### src/rtl/dcm_clkgen_prog_ctrl.sv
// Run-time reprogramming controller for the DCM_CLKGEN.
// It shifts LoadD, LoadM and GO commands out over PROGEN/PROGDATA, then waits
// for PROGDONE together with LOCKED. If they do not arrive in time, it pulses
// the DCM reset. All outputs are registered from the next-state logic, so they
// follow the state register by one clock.
module dcm_clkgen_prog_ctrl #(
  parameter logic [7:0]  M_M1_DEFAULT   = 8'd95,
  parameter logic [7:0]  D_M1_DEFAULT   = 8'd124,
  parameter bit          AUTOLOAD       = 1'b1,
  parameter int unsigned TIMEOUT_CYCLES = 65535,
  parameter int unsigned DCM_RST_CYCLES = 3
) (
  input  logic       clk_i,
  input  logic       rst_n_i,
  input  logic       req_i,
  input  logic [7:0] mult_m1_i,
  input  logic [7:0] div_m1_i,
  output logic       busy_o,
  output logic       done_o,
  output logic       err_o,
  output logic [1:0] err_code_o,
  output logic [7:0] cur_mult_m1_o,
  output logic [7:0] cur_div_m1_o,
  output logic       progen_o,
  output logic       progdata_o,
  input  logic       progdone_i,
  input  logic       locked_i,
  output logic       dcm_rst_o
);

  typedef enum logic [2:0] {
    IDLE, LOAD_D, GAP1, LOAD_M, GAP2, GO, WAIT_DONE, DCM_RST
  } state_t;

  state_t      state, state_n;
  logic [3:0]  bit_cnt, bit_cnt_n;
  logic [31:0] tmr, tmr_n;
  logic [7:0]  lat_m, lat_m_n, lat_d, lat_d_n;
  logic        autoload, autoload_n;

  logic        busy_n, done_n, err_n, progen_n, progdata_n, dcm_rst_n;
  logic [1:0]  err_code_n;
  logic [7:0]  cur_m_n, cur_d_n;
  logic [7:0]  cand_m, cand_d;
  logic [2:0]  idx;

  // State, counters, latched pair and every output register
  always_ff @(posedge clk_i) begin
    if (!rst_n_i) begin
      state         <= IDLE;
      bit_cnt       <= '0;
      tmr           <= '0;
      lat_m         <= M_M1_DEFAULT;
      lat_d         <= D_M1_DEFAULT;
      autoload      <= AUTOLOAD;
      busy_o        <= 1'b0;
      done_o        <= 1'b0;
      err_o         <= 1'b0;
      err_code_o    <= '0;
      cur_mult_m1_o <= M_M1_DEFAULT;
      cur_div_m1_o  <= D_M1_DEFAULT;
      progen_o      <= 1'b0;
      progdata_o    <= 1'b0;
      dcm_rst_o     <= 1'b0;
    end else begin
      state         <= state_n;
      bit_cnt       <= bit_cnt_n;
      tmr           <= tmr_n;
      lat_m         <= lat_m_n;
      lat_d         <= lat_d_n;
      autoload      <= autoload_n;
      busy_o        <= busy_n;
      done_o        <= done_n;
      err_o         <= err_n;
      err_code_o    <= err_code_n;
      cur_mult_m1_o <= cur_m_n;
      cur_div_m1_o  <= cur_d_n;
      progen_o      <= progen_n;
      progdata_o    <= progdata_n;
      dcm_rst_o     <= dcm_rst_n;
    end
  end

  // Next-state and next-output logic
  always_comb begin
    state_n    = state;
    bit_cnt_n  = bit_cnt;
    tmr_n      = tmr;
    lat_m_n    = lat_m;
    lat_d_n    = lat_d;
    autoload_n = autoload;
    busy_n     = busy_o;
    done_n     = 1'b0;
    err_n      = 1'b0;
    err_code_n = err_code_o;
    cur_m_n    = cur_mult_m1_o;
    cur_d_n    = cur_div_m1_o;
    progen_n   = 1'b0;
    progdata_n = 1'b0;
    dcm_rst_n  = 1'b0;
    cand_m     = autoload ? M_M1_DEFAULT : mult_m1_i;
    cand_d     = autoload ? D_M1_DEFAULT : div_m1_i;
    // Payload bits follow the two header bits, LSB first
    idx        = 3'(bit_cnt - 4'd2);

    unique case (state)
      IDLE: begin
        // A pending autoload takes priority over req_i in the same cycle
        if (autoload || req_i) begin
          autoload_n = 1'b0;
          lat_m_n    = cand_m;
          lat_d_n    = cand_d;
          if (cand_m == 8'd0) begin
            err_n      = 1'b1;
            err_code_n = 2'd1;
          end else begin
            busy_n     = 1'b1;
            err_code_n = 2'd0;
            bit_cnt_n  = '0;
            state_n    = LOAD_D;
          end
        end
      end
      LOAD_D: begin
        progen_n   = 1'b1;
        progdata_n = (bit_cnt == 4'd0) ? 1'b1 :
                     (bit_cnt == 4'd1) ? 1'b0 : lat_d[idx];
        if (bit_cnt == 4'd9) begin
          bit_cnt_n = '0;
          state_n   = GAP1;
        end else begin
          bit_cnt_n = bit_cnt + 4'd1;
        end
      end
      GAP1: begin
        if (bit_cnt == 4'd1) begin
          bit_cnt_n = '0;
          state_n   = LOAD_M;
        end else begin
          bit_cnt_n = bit_cnt + 4'd1;
        end
      end
      LOAD_M: begin
        progen_n   = 1'b1;
        progdata_n = (bit_cnt < 4'd2) ? 1'b1 : lat_m[idx];
        if (bit_cnt == 4'd9) begin
          bit_cnt_n = '0;
          state_n   = GAP2;
        end else begin
          bit_cnt_n = bit_cnt + 4'd1;
        end
      end
      GAP2: begin
        if (bit_cnt == 4'd1) begin
          bit_cnt_n = '0;
          state_n   = GO;
        end else begin
          bit_cnt_n = bit_cnt + 4'd1;
        end
      end
      GO: begin
        progen_n = 1'b1;
        tmr_n    = '0;
        state_n  = WAIT_DONE;
      end
      WAIT_DONE: begin
        // Success is tested first, so it wins a tie with the timeout
        if (progdone_i && locked_i) begin
          cur_m_n = lat_m;
          cur_d_n = lat_d;
          done_n  = 1'b1;
          busy_n  = 1'b0;
          state_n = IDLE;
        end else if (tmr == TIMEOUT_CYCLES - 32'd1) begin
          // The reset pulse starts on this edge, so the DCM_RST state counts from 1
          err_n      = 1'b1;
          err_code_n = 2'd2;
          dcm_rst_n  = 1'b1;
          tmr_n      = 32'd1;
          state_n    = DCM_RST;
        end else begin
          tmr_n = tmr + 32'd1;
        end
      end
      DCM_RST: begin
        if (tmr < DCM_RST_CYCLES) begin
          dcm_rst_n = 1'b1;
          tmr_n     = tmr + 32'd1;
        end else begin
          busy_n  = 1'b0;
          state_n = IDLE;
        end
      end
      default: state_n = IDLE;
    endcase
  end

endmodule

### config.mk
export PLATFORM = sky130hd
export DESIGN_NAME = dcm_clkgen_prog_ctrl
export DESIGN_NICKNAME = d
export VERILOG_FILES = /design/src/rtl/dcm_clkgen_prog_ctrl.sv
export SDC_FILE = /design/constraint.sdc
export NUM_CORES = 1
export LEC_CHECK = 0
export ABC_AREA = 1
export CAP_MARGIN = 20
export CORE_ASPECT_RATIO = 1.1
export CORE_MARGIN = 8
export CORE_UTILIZATION = 45
export CTS_BUF_LIST = sky130_fd_sc_hd__clkbuf_8
export DETAILED_ROUTE_END_ITERATION = 12
export PLACE_DENSITY = 0.73
export SLEW_MARGIN = 5
export SYNTH_ARGS = -nofsm -noshare
export SYNTH_HDL_FRONTEND = slang
export SYNTH_SLANG_ARGS = --single-unit
### constraint.sdc
create_clock -name clk_i -period 4.9 [get_ports clk_i]
set_input_delay 0.98 -clock clk_i [delete_from_list [all_inputs] [get_ports clk_i]]
set_output_delay 0.98 -clock clk_i [all_outputs]
set_load 0.01 [all_outputs]
==> impl_metrics.tcl <==
set metrics [dict create \
    status "completed" \
    grt_pass1_wl_um 18690 \
    antenna_found_initial 0 \
    drt_iter0_markers 292 \
    synth_area_um2 4395 \
    root_buffer "clkbuf_8" \
    gp_congestion 0.8785 \
    place_hpwl_um 8184 \
    async_flop_share 0 \
    htree_levels 3 \
    wirelength_um 11080 \
    tns_ps 0 \
    grt_use_total 0.1725 \
    cp-start-kind "input pin" \
    floorplan.die.height_um 119.7 \
    setup_viol 0 \
    grt_overflow 0 \
    p_leak_nw 2.128 \
    hold_buffers 0 \
    dieArea_um2 13190 \
    required_ps 5180 \
    coreArea_um2 9699 \
    cts_tree "yes" \
    ios 45 \
    synth_flop_cell "dfxtp_1" \
    drv_cap 0 \
    dr.pass1.iters 5 \
    cp_data_arrival_time_ps 3180 \
    regArea_um2 1602 \
    drc 0 \
    slew_headroom 0.4414 \
    final_cells 847 \
    drive_gt1_frac 0.05777 \
    yosys_warnings 0 \
    final_max_slew_viol_count 0 \
    synth_seq_area_share 0.3644 \
    min_period_ps 2900 \
    synthMostInstantiatedCell "nand2_1" \
    cts_buffer_depth 2 \
    placed_cells 831 \
    hold_viol 0 \
    wl_per_cell_um 13.09 \
    crit_path_end_kind "register" \
    worst_pin_slew_ps 835.9 \
    vdd_drop_max_v 0.0002682 \
    fillerInstances 979 \
    netlist_instances 687 \
    synth.top_cells.by_count "nand2_1, nor2_1, dfxtp_1" \
    nets 749 \
    post_cts_resized 0 \
    vias 4426 \
    syn_to_final_growth_pct 15.68 \
    post_drt_via_cell_ratio 5.226 \
    ys_seq_elements 80 \
    rsz0062_at_grt "false" \
    yosysTopAreaCell "dfxtp_1" \
    die_w_um 110.2 \
    grt_start_max_net_pins 38 \
    synth_edf_count 0 \
    synthTopCellsByArea "dfxtp_1, nand2_1, nor2_1" \
    numPortBuffers 44 \
    holdCritPathClass "register to register" \
    start_util 0.4532 \
    cts.sinks 80 \
    synth_top_cell_area_share 0.3644 \
    multiInputGateArea_um2 2391 \
    ant_nets 0 \
    path_max_fanout 36 \
    avgSynthCellArea_um2 6.398 \
    post_cts_buffers 0 \
    period_share 0.5919 \
    n_antenna_cell 0 \
    row_count 38 \
    ys_types 33 \
    path_class "input pin to register" \
    syn_nets 714 \
    grt_pass1_vias 4179 \
    path_clk_slew_ps 80 \
    cts_buffers 9 \
    skew_ps 14.61 \
    clk_latency_ps 360 \
    pwr_density_cell_nw_per_um2 388.2 \
    max_freq_mhz 344.8 \
]
## routing by layer
layer | track usage | routed length, um
met1 | 0.2121 | 4953
met2 | 0.2926 | 5474
met3 | 0.03646 | 512
met4 | 0.05171 | 143
met5 | 0 | 0
## cell usage in the layout, fill, tap and decap left out, drive strengths merged, types with 6 or more instances in the layout
| master | count |
|---|---|
| nand3 | 62 |
| o21ai | 26 |
| dfxtp | 80 |
| inv | 77 |
| nor3 | 8 |
| clkdlybuf4s50 | 44 |
| clkbuf | 9 |
| o211ai | 10 |
| nor2 | 117 |
| nand3b | 7 |
| nand4 | 19 |
| nand2 | 204 |
| a21oi | 36 |
| ha | 6 |
## final cells by class
type | instances | share of cell area
tap | 120 | 0.02953
multi-input combinational | 510 | 0.4702
inverter | 75 | 0.05586
clock inverter | 7 | 0.01550
sequential | 80 | 0.3150
timing repair buffer | 46 | 0.08957
clock buffer | 9 | 0.02436
## power by group
group	switching (mW)	internal, mW
logic	0.414	0.222
clock network	0.272	0.241
registers	0.0816	0.744
total	0.768	1.21
## cells by family (layout without fill, tap and decap cells)
| kind of cell | Yosys count | in the layout | share of synthesized area |
|---|---|---|---|
| simple gates | 420 | 420 | 0.4122 |
| compound gates | 80 | 80 | 0.1067 |
| buf+inv | 97 | 137 | 0.09166 |
| fa+ha+maj | 6 | 6 | 0.01708 |
| xor+xnor | 4 | 4 | 0.007970 |
| flops | 80 | 80 | 0.3644 |
## path summary, 6_finish.rpt
path         startpoint  endpoint  slack, ps  cells after the start
max reg2reg      tmr[0]    tmr[5]       2310                     10
min reg2reg      busy_o    busy_o        460                      2
max          progdone_i    tmr[5]       2000                      8
min              busy_o    busy_o        460                      2
## worst max-delay path: stages
cell and delay (ps):
clkdlybuf4s50_1 400, nand2_1 190, nor2_1 130, nor2_4 650, nand2_2 300, inv_1 280, nand2_1 90, a21oi_1 140
## flip-flops by register name, summed over array words and instances, names as in the netlist
register and flops:
cur_div_m1_o 8, tmr 32, progdata_o 1, progen_o 1, busy_o 1, lat_d 8
cur_mult_m1_o 8, err_o 1, done_o 1, dcm_rst_o 1, lat_m 8, bit_cnt 4
state 3, autoload 1, err_code_o 2
## metrics by stage
step	util	worst slack (ps)	power [mW]	hold slack [ps]	instance area, um^2
floorplan	-	2928	1.293	449.9	4395
global placement	0.5034	1699	1.448	443.6	4882
detailed placement	0.5034	1636	1.467	449.6	4882
CTS	0.5243	2026	1.980	465.1	5085
global route	0.5243	1793	2.104	493.7	5085
finish	0.5243	2000	1.974	461.5	5085
Power figures use the tool's default switching activity.
